**config.mk**
```make
export PLATFORM = sky130hd
export DESIGN_NAME = imem_port_arbiter
export DESIGN_NICKNAME = d
export VERILOG_FILES = /design/src/rtl/imem_port_arbiter.sv
export SDC_FILE = /design/constraint.sdc
export NUM_CORES = 1
export LEC_CHECK = 0
export BUFFER_PORTS_ARGS = -buffer_cell sky130_fd_sc_hd__buf_2
export CAP_MARGIN = 20
export CORE_UTILIZATION = 41
export DETAILED_ROUTE_END_ITERATION = 7
export PLACE_DENSITY_LB_ADDON = 0.2
export SYNTH_ARGS = -nofsm -noshare
export SYNTH_HDL_FRONTEND = slang
export SYNTH_SLANG_ARGS = --single-unit
```
**constraint.sdc**
```tcl
create_clock -name clk -period 2 [get_ports clk]
set_input_delay 0.4 -clock clk [delete_from_list [all_inputs] [get_ports clk]]
set_output_delay 0.4 -clock clk [all_outputs]
set_load 0.01 [all_outputs]
```
**src/rtl/imem_port_arbiter.sv**
```systemverilog
// imem_port_arbiter: arbitrates the single-port instruction memory between
// fetch reads and loader writes. Fixed priority (WR_PRIO) plus a starvation
// override after MAX_WAIT lost cycles. The loader can hold exclusive
// ownership (LOCK) with wr_lock.
// Optional macro IMEM_ARB_PERF_EN adds the perf_rd_cnt, perf_wr_cnt and
// perf_stall_cnt outputs.
module imem_port_arbiter #(
    parameter int unsigned ADDR_W   = 8,
    parameter int unsigned DATA_W   = 32,
    parameter int unsigned WR_PRIO  = 0,
    parameter int unsigned MAX_WAIT = 4
) (
    input  logic              clk,
    input  logic              rst_n,
    input  logic              fetch_req,
    input  logic [ADDR_W-1:0] fetch_addr,
    output logic              fetch_gnt,
    output logic              fetch_rvalid,
    output logic [DATA_W-1:0] fetch_rdata,
    input  logic              wr_req,
    input  logic [ADDR_W-1:0] wr_addr,
    input  logic [DATA_W-1:0] wr_data,
    input  logic              wr_lock,
    output logic              wr_gnt,
    output logic [ADDR_W-1:0] mem_addr,
    output logic              mem_wr_en,
    output logic [DATA_W-1:0] mem_wdata,
    input  logic [DATA_W-1:0] mem_rdata,
    output logic              locked
`ifdef IMEM_ARB_PERF_EN
    ,
    output logic [15:0]       perf_rd_cnt,
    output logic [15:0]       perf_wr_cnt,
    output logic [15:0]       perf_stall_cnt
`endif
);

    typedef enum logic [1:0] {
        ST_IDLE,
        ST_RD,
        ST_WR,
        ST_LOCK
    } state_e;

    localparam logic [3:0] MAX_WAIT_C = 4'(MAX_WAIT);

    state_e            state_q, state_d;
    logic [3:0]        fwait_q, fwait_d;
    logic [3:0]        wwait_q, wwait_d;
    logic [ADDR_W-1:0] addr_q, addr_d;
    logic [DATA_W-1:0] wdata_q, wdata_d;
    logic              rvalid_q, rvalid_d;
    logic              locked_q, locked_d;

`ifdef IMEM_ARB_PERF_EN
    logic [15:0] perf_rd_q, perf_rd_d;
    logic [15:0] perf_wr_q, perf_wr_d;
    logic [15:0] perf_stall_q, perf_stall_d;
`endif

    // Grant selection: lock blocks fetch, otherwise priority with starvation override
    always_comb begin
        fetch_gnt = 1'b0;
        wr_gnt    = 1'b0;
        if (rst_n) begin
            if (state_q == ST_LOCK) begin
                wr_gnt = wr_req;
            end else if (fetch_req && wr_req) begin
                if (WR_PRIO != 0) begin
                    if (fwait_q >= MAX_WAIT_C) fetch_gnt = 1'b1;
                    else                       wr_gnt    = 1'b1;
                end else begin
                    if (wwait_q >= MAX_WAIT_C) wr_gnt    = 1'b1;
                    else                       fetch_gnt = 1'b1;
                end
            end else begin
                fetch_gnt = fetch_req;
                wr_gnt    = wr_req;
            end
        end
    end

    // Memory drive, wait counters, next FSM state and perf counters
    always_comb begin
        mem_addr  = addr_q;
        mem_wdata = wdata_q;
        mem_wr_en = 1'b0;
        if (wr_gnt) begin
            mem_addr  = wr_addr;
            mem_wdata = wr_data;
            mem_wr_en = 1'b1;
        end else if (fetch_gnt) begin
            mem_addr = fetch_addr;
        end
        addr_d  = mem_addr;
        wdata_d = mem_wdata;

        if (!fetch_req || fetch_gnt)   fwait_d = '0;
        else if (fwait_q >= MAX_WAIT_C) fwait_d = fwait_q;
        else                           fwait_d = fwait_q + 4'd1;

        if (!wr_req || wr_gnt)         wwait_d = '0;
        else if (wwait_q >= MAX_WAIT_C) wwait_d = wwait_q;
        else                           wwait_d = wwait_q + 4'd1;

        state_d = ST_IDLE;
        if (state_q == ST_LOCK) begin
            state_d = wr_lock ? ST_LOCK : ST_IDLE;
        end else if (wr_gnt) begin
            state_d = wr_lock ? ST_LOCK : ST_WR;
        end else if (fetch_gnt) begin
            state_d = ST_RD;
        end
        rvalid_d = (state_d == ST_RD);
        locked_d = (state_d == ST_LOCK);

`ifdef IMEM_ARB_PERF_EN
        perf_rd_d    = perf_rd_q + {15'd0, fetch_gnt};
        perf_wr_d    = perf_wr_q + {15'd0, wr_gnt};
        perf_stall_d = perf_stall_q +
                       {15'd0, (fetch_req && !fetch_gnt) || (wr_req && !wr_gnt)};
`endif
    end

    // All state registers with synchronous active-low reset
    always_ff @(posedge clk) begin
        if (!rst_n) begin
            state_q  <= ST_IDLE;
            fwait_q  <= '0;
            wwait_q  <= '0;
            addr_q   <= '0;
            wdata_q  <= '0;
            rvalid_q <= 1'b0;
            locked_q <= 1'b0;
`ifdef IMEM_ARB_PERF_EN
            perf_rd_q    <= '0;
            perf_wr_q    <= '0;
            perf_stall_q <= '0;
`endif
        end else begin
            state_q  <= state_d;
            fwait_q  <= fwait_d;
            wwait_q  <= wwait_d;
            addr_q   <= addr_d;
            wdata_q  <= wdata_d;
            rvalid_q <= rvalid_d;
            locked_q <= locked_d;
`ifdef IMEM_ARB_PERF_EN
            perf_rd_q    <= perf_rd_d;
            perf_wr_q    <= perf_wr_d;
            perf_stall_q <= perf_stall_d;
`endif
        end
    end

    assign fetch_rvalid = rvalid_q;
    assign fetch_rdata  = mem_rdata;
    assign locked       = locked_q;

`ifdef IMEM_ARB_PERF_EN
    assign perf_rd_cnt    = perf_rd_q;
    assign perf_wr_cnt    = perf_wr_q;
    assign perf_stall_cnt = perf_stall_q;
`endif

endmodule

```
==> summary.md, run 1 <==
| Metric | Value |
|---|---|
| Total power | 1.988 mW |
| RSZ-0062 raised after global routing | yes |
| # diodes | 0 |
| Min Hold Slack | 0.3443 ns |
| Synthesized flop and latch total | 48 |
| Clock-pin slew on the worst setup and hold paths | 0.08 ns |
| Max clock buf depth | 2 |
| Post-DP HPWL | 3.195 mm |
| Hold-fix buffers, CTS | 0 |
| Standard-cell rows | 26 |
| Final Instance Area | 2780 um2 |
| Max-Cap Viols | 0 |
| CTS Sinks | 48 |
| Die height | 76.03 um |
| Area contributors post-synth | dfxtp_1 43%, mux2_2 15%, buf_4 12%, and2_1 9.5%, mux2i_1 4.0% |
| Syn Nets | 308 |
| Final Wtd Congestion | 0.7054 |
| Final WS setup | -0.3132 ns |
| Area share of fa/ha/maj cells after synthesis | 0.005568 |
| Hold Violations, Final | 0 |
| Fill count | 520 |
| Mapped Avg Cell Area | 10.12 um2 |
| Pins Over Slew Limit | 0 |
| Worst path top cell family by delay | buffers and inverters |
| Vias in the first global route | 1568 |
| Multiplexer area fraction after synthesis | 0.2055 |
| Startpoint Class | flop |
| P_leak | 1.450 nW |
| Num ports | 162 |
| Layout overhead on the synthesized area | 23.72% |
| Die width | 76.03 um |
| First-pass GRT wire length | 7.113 mm |
| CP Max Fanout | 26 |
| Final period util | 1.157 |
| CTS Root Cell | clkbuf_8 |
| Synth Area in Compound Gates | 0.07628 |
| Critical path's slowest cell | mux2_2 |
| Simple-Gate Fraction of Synth Area | 0.1303 |
| Routed wire length | 4.139 mm |
| Worst Clk Skew | 0.005565 ns |
| Cells after DPL | 358 |
| Placement Cell Area | 2621 um2 |
| Area share of the leading cell type in the synthesized netlist | 0.4276 |
| Cell taking the most area after synthesis | dfxtp_1 |
| Fin cells | 367 |
| Peak supply drop | 377.3 uV |
| CTS tree | done |
| Starting density of the core | 0.4317 |
| Critical-path cell list | or2_4, o311ai_4, buf_12, mux2_2, buf_2 |
| Failing checks | setup timing |
| Initial detailed-routing violation count | 29 |
| Top FF cell, synth | dfxtp_1 |
| Vias | 1655 |
| GRT Util Overall | 0.1529 |
| Setup violations, final | 42 |
| Yosys warns | 0 |
| Htree depth | 2 |
| Largest stage delay on the critical path | 0.37 ns |
| ANT nets after route | 0 |
| Multi-input gate area | 949.7 um2 |
| Num CTS Buffers | 5 |
| Clk_lat worst skew | 0.29 ns |
| Share of post-route cells with drive strength above 1 | 0.5185 |
| Buf/Inv on CP | 2 |
| Maximum clock rate | 0.4323 GHz |
| DIE AREA | 5781 um2 |
| Post-synth EDFFs | 0 |
| Most instantiated library cell after synthesis | dfxtp_1 |
| Post-synthesis sequential area ratio | 0.4276 |
| Crit path required time | 1.60 ns |
| Mapped Cells | 222 |
| PD cells | 715.1 nW/um2 |
| Top cells by count, synth | 48 x dfxtp_1, 36 x buf_4, 34 x and2_1 |
| Register Area | 962.2 um2 |
| Post-Synth XOR/XNOR Area | 0 |
| I/O Buffers | 97 |
| Remaining global-route overflow | 0 |
| Vias/cell | 4.510 |
| Shortest period the worst path allows | 2.313 ns |
| Pre-Repair DR Iteration Count | 4 |
| Hold crit path type | in2reg |
| Place WS | -0.1128 ns |
| Antenna violations before repair | 0 |
| Status | finished, violations left |
| Synthesized area | 2247 um2 |
| Critical path type | reg2out |
| Layout Nets | 382 |
| Largest net degree at the start of global routing | 27 |
| Core area | 5205 um2 |
| Yosys cell types | 23 |
| Per-cell routed wire length | 11.28 um |
| FFs w/ async S/R, synth | 0 |
| Largest family of logic cells by synthesized area | multiplexers |
| Critical Path Sink Type | output port |
| Drt drc | 0 |
| CP Data Arrival Time | 1.91 ns |
-- worst reg2reg max path, stage by stage, from the launching register on --
cell	delay, ns
dfxtp_2	0.33
or2_4	0.26
o311ai_4	0.29
buf_12	0.23
mux2_2	0.38
and2_1	0.15
-- timing repair --
action                     CTS  global route
pin swaps                    0             0
setup buffers                1             0
setup endpoints to repair   42            42
gates resized for setup     10             4
-- report_power, final --
part	switching, mW	internal (mW)	total [mW]
Combinational	0.182	0.219	0.402
Clock	0.286	0.282	0.568
Sequential	0.0120	1.01	1.02
-- through the flow --
step                utilization  setup TNS (ns)
floorplan                     -               0
global placement         0.5036          -2.691
detailed placement       0.5036          -2.979
CTS                      0.5303          -12.25
global route             0.5341          -14.79
finish                   0.5341          -11.08
-- per-layer routing --
| layer | wire, um | vias up | track usage | part of all wire |
|---|---|---|---|---|
| li1 | - | 840 | - | - |
| met1 | 1766 | 739 | 0.1763 | 0.43 |
| met2 | 1962 | 70 | 0.2609 | 0.47 |
| met3 | 354 | 6 | 0.05389 | 0.086 |
| met4 | 57 | 0 | 0.05577 | 0.014 |
| met5 | 0 | - | 0 | 0 |
-- kinds of logic (layout without fill, tap and decap cells) --
family,Yosys count,in the layout
mux,41,41
flops,48,48
fa+ha+maj,1,1
compound gates,29,29
other cells,1,1
buf+inv,49,124
simple gates,53,53
-- state kept, by name, indices dropped and copies added (netlist names) --
signal / cells
wdata_q: 32
fetch_rvalid: 1
wwait_q: 4
addr_q: 8
state_q: 2
locked: 1
-- cells in the final DEF (no fill, tap or decap) --
cell type,instances
inv_1,3
buf_12,2
and2_1,34
buf_6,8
dfxtp_2,1
buf_8,1
o21ai_1,5
o21ai_0,4
or2_4,1
buf_4,10
buf_2,91
a21oi_1,17
mux2i_1,9
a21o_1,1
clkbuf_1,2
nor2_1,12
conb_1,1
ha_1,1
mux2_4,5
dfxtp_1,47
nand4_1,1
clkbuf_8,6
o311ai_4,1
mux2_2,27
nand2_1,4
o21a_1,1
nand3_1,1
inv_2,1
-- area by class of cell --
| type | instances | share of cell area |
|---|---|---|
| Multi-Input combinational cell | 125 | 0.3416 |
| Timing Repair Buffer | 112 | 0.2430 |
| Tap cell | 70 | 0.03150 |
| Clock buffer | 8 | 0.03240 |
| Sequential cell | 48 | 0.3461 |
| Inverter | 4 | 0.005401 |
-- worst paths after layout --
check	from	end	slack, ns	depth (start not counted)
max	wwait_q[3]	mem_wdata[10]	-0.31	5
min	wr_lock	state_q[0]	0.34	2
max reg2reg	wwait_q[3]	wdata_q[10]	0.26	5
min reg2reg	wwait_q[0]	wwait_q[0]	0.42	1
Note: power is estimated with default switching activity, not from simulation.
==> run 2, diff against run 1 <==
--- a/config.mk
+++ b/config.mk
@@ -9,6 +9,7 @@
 export CAP_MARGIN = 20
 export CORE_UTILIZATION = 41
 export DETAILED_ROUTE_END_ITERATION = 7
+export GPL_TIMING_DRIVEN = 0
 export PLACE_DENSITY_LB_ADDON = 0.2
 export SYNTH_ARGS = -nofsm -noshare
 export SYNTH_HDL_FRONTEND = slang
==> run 2 against run 1 <==
Net effect:
- the flow still finishes with violations (setup timing)
- utilization rose by 11 points
- non-clock buffer count rose by 77
- register-to-register slack got worse by 0.18 ns
- critical path depth did not move
- die area did not move
- critical endpoint is now mem_wdata[0]
==> summary.md, run 2 (synthesis results as in run 1) <==
| Metric | Value |
|---|---|
| Status | finished, violations left |
| Failing checks | setup timing |
| # diodes | 0 |
| Register Area | 962.2 um2 |
| Commonest non-fill, non-tap cells in the layout | 118 x buf_2, 47 x dfxtp_1, 44 x buf_4 |
| ANT nets after route | 0 |
| Standard-cell rows | 26 |
| Share of post-route cells with drive strength above 1 | 0.6203 |
| DIE AREA | 5781 um2 |
| Fill count | 470 |
| Reg2reg start | wwait_q[3] |
| Commonest non-fill, non-tap cell in the layout | buf_2 |
| P_leak | 1.819 nW |
| CTS tree | done |
| PD cells | 640.6 nW/um2 |
| Sw frac | 0.2580 |
| Largest net degree at the start of global routing | 15 |
| CP Data Arrival Time | 1.93 ns |
| FF-to-FF End | addr_q[3] |
| Layout Nets | 459 |
| Critical path type | reg2out |
| Maximum clock rate | 0.4289 GHz |
| Sw Pwr | 0.5573 mW |
| Die width | 76.03 um |
| Internal | 1.603 mW |
| Final Wtd Congestion | 0.6817 |
| Max reg flops | 32 |
| Clock power frac | 0.269 |
| Largest stage delay on the critical path | 0.37 ns |
| Vias/cell | 4.471 |
| Initial detailed-routing violation count | 20 |
| Core area | 5205 um2 |
| CP Launch Point | wwait_q[3] |
| CP Max Fanout | 10 |
| Placement Cell Area | 2980 um2 |
| Peak supply drop | 351.0 uV |
| Pins Over Slew Limit | 0 |
| Startpoint Class | flop |
| Post-DP HPWL | 3.860 mm |
| Hold Violations, Final | 0 |
| R2r setup slk | 0.08 ns |
| Critical Path Sink Type | output port |
| End point of the critical path | mem_wdata[0] |
| Largest reg by FF count | wdata_q |
| Max clock buf depth | 2 |
| Num ports | 162 |
| Antenna violations before repair | 0 |
| Critical path's slowest cell | mux2_2 |
| Crit path required time | 1.60 ns |
| Buf/Inv on CP | 2 |
| Final core utilization | 0.6478 |
| First-pass GRT wire length | 8.397 mm |
| Setup violations, final | 42 |
| Clock-pin slew on the worst setup and hold paths | 0.08 ns |
| Pre-Repair DR Iteration Count | 4 |
| Remaining global-route overflow | 0 |
| Max-Cap Viols | 0 |
| Hold-fix buffers, CTS | 0 |
| Routed wire length | 5.529 mm |
| Htree depth | 2 |
| CTS Sinks | 48 |
| Per-cell routed wire length | 12.45 um |
| Starting density of the core | 0.4317 |
| I/O Buffers | 129 |
| Seq pwr share | 0.473 |
| Vias | 1985 |
| Num CTS Buffers | 5 |
| Hold crit path type | in2reg |
| Final period util | 1.166 |
| Critical-path cell list | or2_4, o311ai_4, buf_4, mux2_2, buf_2 |
| Biggest regs | wdata_q: 32 flops, addr_q: 8 flops, wwait_q: 4 flops |
| Drt drc | 0 |
| Critical path depth | 5 |
| Layout overhead on the synthesized area | 50.06% |
| Shortest period the worst path allows | 2.331 ns |
| RSZ-0062 raised after global routing | yes |
| Die height | 76.03 um |
| Combinational share of power | 0.258 |
| CTS Root Cell | clkbuf_8 |
| GRT Util Overall | 0.1800 |
| Vias in the first global route | 1907 |
| Final WS setup | -0.3313 ns |
| Multi-input gate area | 983.4 um2 |
| Worst path top cell family by delay | buffers and inverters |
| Clk_lat worst skew | 0.28 ns |
| Reg2Reg Depth | 10 |
| Final Instance Area | 3372 um2 |
| Worst Clk Skew | 0.005174 ns |
==> run 2: per-stage QoR <==
step                      setup WS, ns  power, mW  setup TNS (ns)  hold slack, ns  std cells
after global placement         -0.3044      1.509          -5.865          0.4120        421
after floorplan                0.05337      1.332               0          0.3992        222
after global routing           -0.3976      2.269          -15.59          0.3516        444
after CTS                      -0.3397      2.164          -12.91          0.3315        443
final                          -0.3313      2.160          -12.40          0.3339        444
after detailed placement       -0.3104      1.518          -6.008          0.4153        421
==> run 2: worst register-to-register path: stages, from the launching register on <==
cell	delay [ns]
dfxtp_2	0.33
or2_4	0.26
o311ai_4	0.27
buf_6	0.19
clkbuf_16	0.14
buf_4	0.10
buf_4	0.11
buf_2	0.15
buf_4	0.12
o21ai_1	0.05
a21oi_1	0.14
==> run 2: power by group through the flow <==
| stage | sequential [mW] | combinational [mW] | clock [mW] |
|---|---|---|---|
| 2_1_floorplan | 1.04 | 0.292 | 0 |
| 3_3_place_gp | 1.04 | 0.468 | 0 |
| 3_5_place_dp | 1.04 | 0.475 | 0 |
| 4_1_cts | 1.02 | 0.541 | 0.601 |
| 5_1_grt | 1.03 | 0.602 | 0.641 |
| 6_report | 1.02 | 0.558 | 0.581 |
==> run 2: how the worst min path moves through the flow <==
| stage | slack, ns | depth (start not counted) | end | startpoint |
|---|---|---|---|---|
| final | 0.33 | 2 | state_q[0] | wr_lock |
| after global routing | 0.35 | 2 | state_q[1] | wr_lock |
| after CTS | 0.33 | 2 | state_q[0] | wr_lock |
| after detailed placement | 0.42 | 1 | wwait_q[0] | wwait_q[0] |
| after global placement | 0.41 | 1 | wwait_q[0] | wwait_q[0] |
| after floorplan | 0.40 | 1 | wwait_q[0] | wwait_q[0] |
==> run 2: per-layer routing <==
layer	vias to the layer above	GRT usage	wire [um]
met3	2	0.04431	349
met1	898	0.1888	2221
met2	86	0.3591	2942
met4	0	0.03462	15
met5	-	0	0
li1	999	-	-
==> run 2: final cells by class <==
cell class              count  share of cell area
plain buffers              45              0.1076
clock buffers               6             0.02449
clock inverters             2            0.002968
inverters                   4            0.005195
multi-input cells         125              0.2917
flip-flops and latches     48              0.2853
well taps                  70             0.02597
repair buffers            144              0.2568
==> run 2: what timing repair did <==
action                                  CTS  global route
buffers inserted                         12             0
hold endpoints to repair                  0             0
pin swaps                                 0             0
cloned                                    2             1
endpoints found under the setup margin   42            42
resized for setup                        31             9
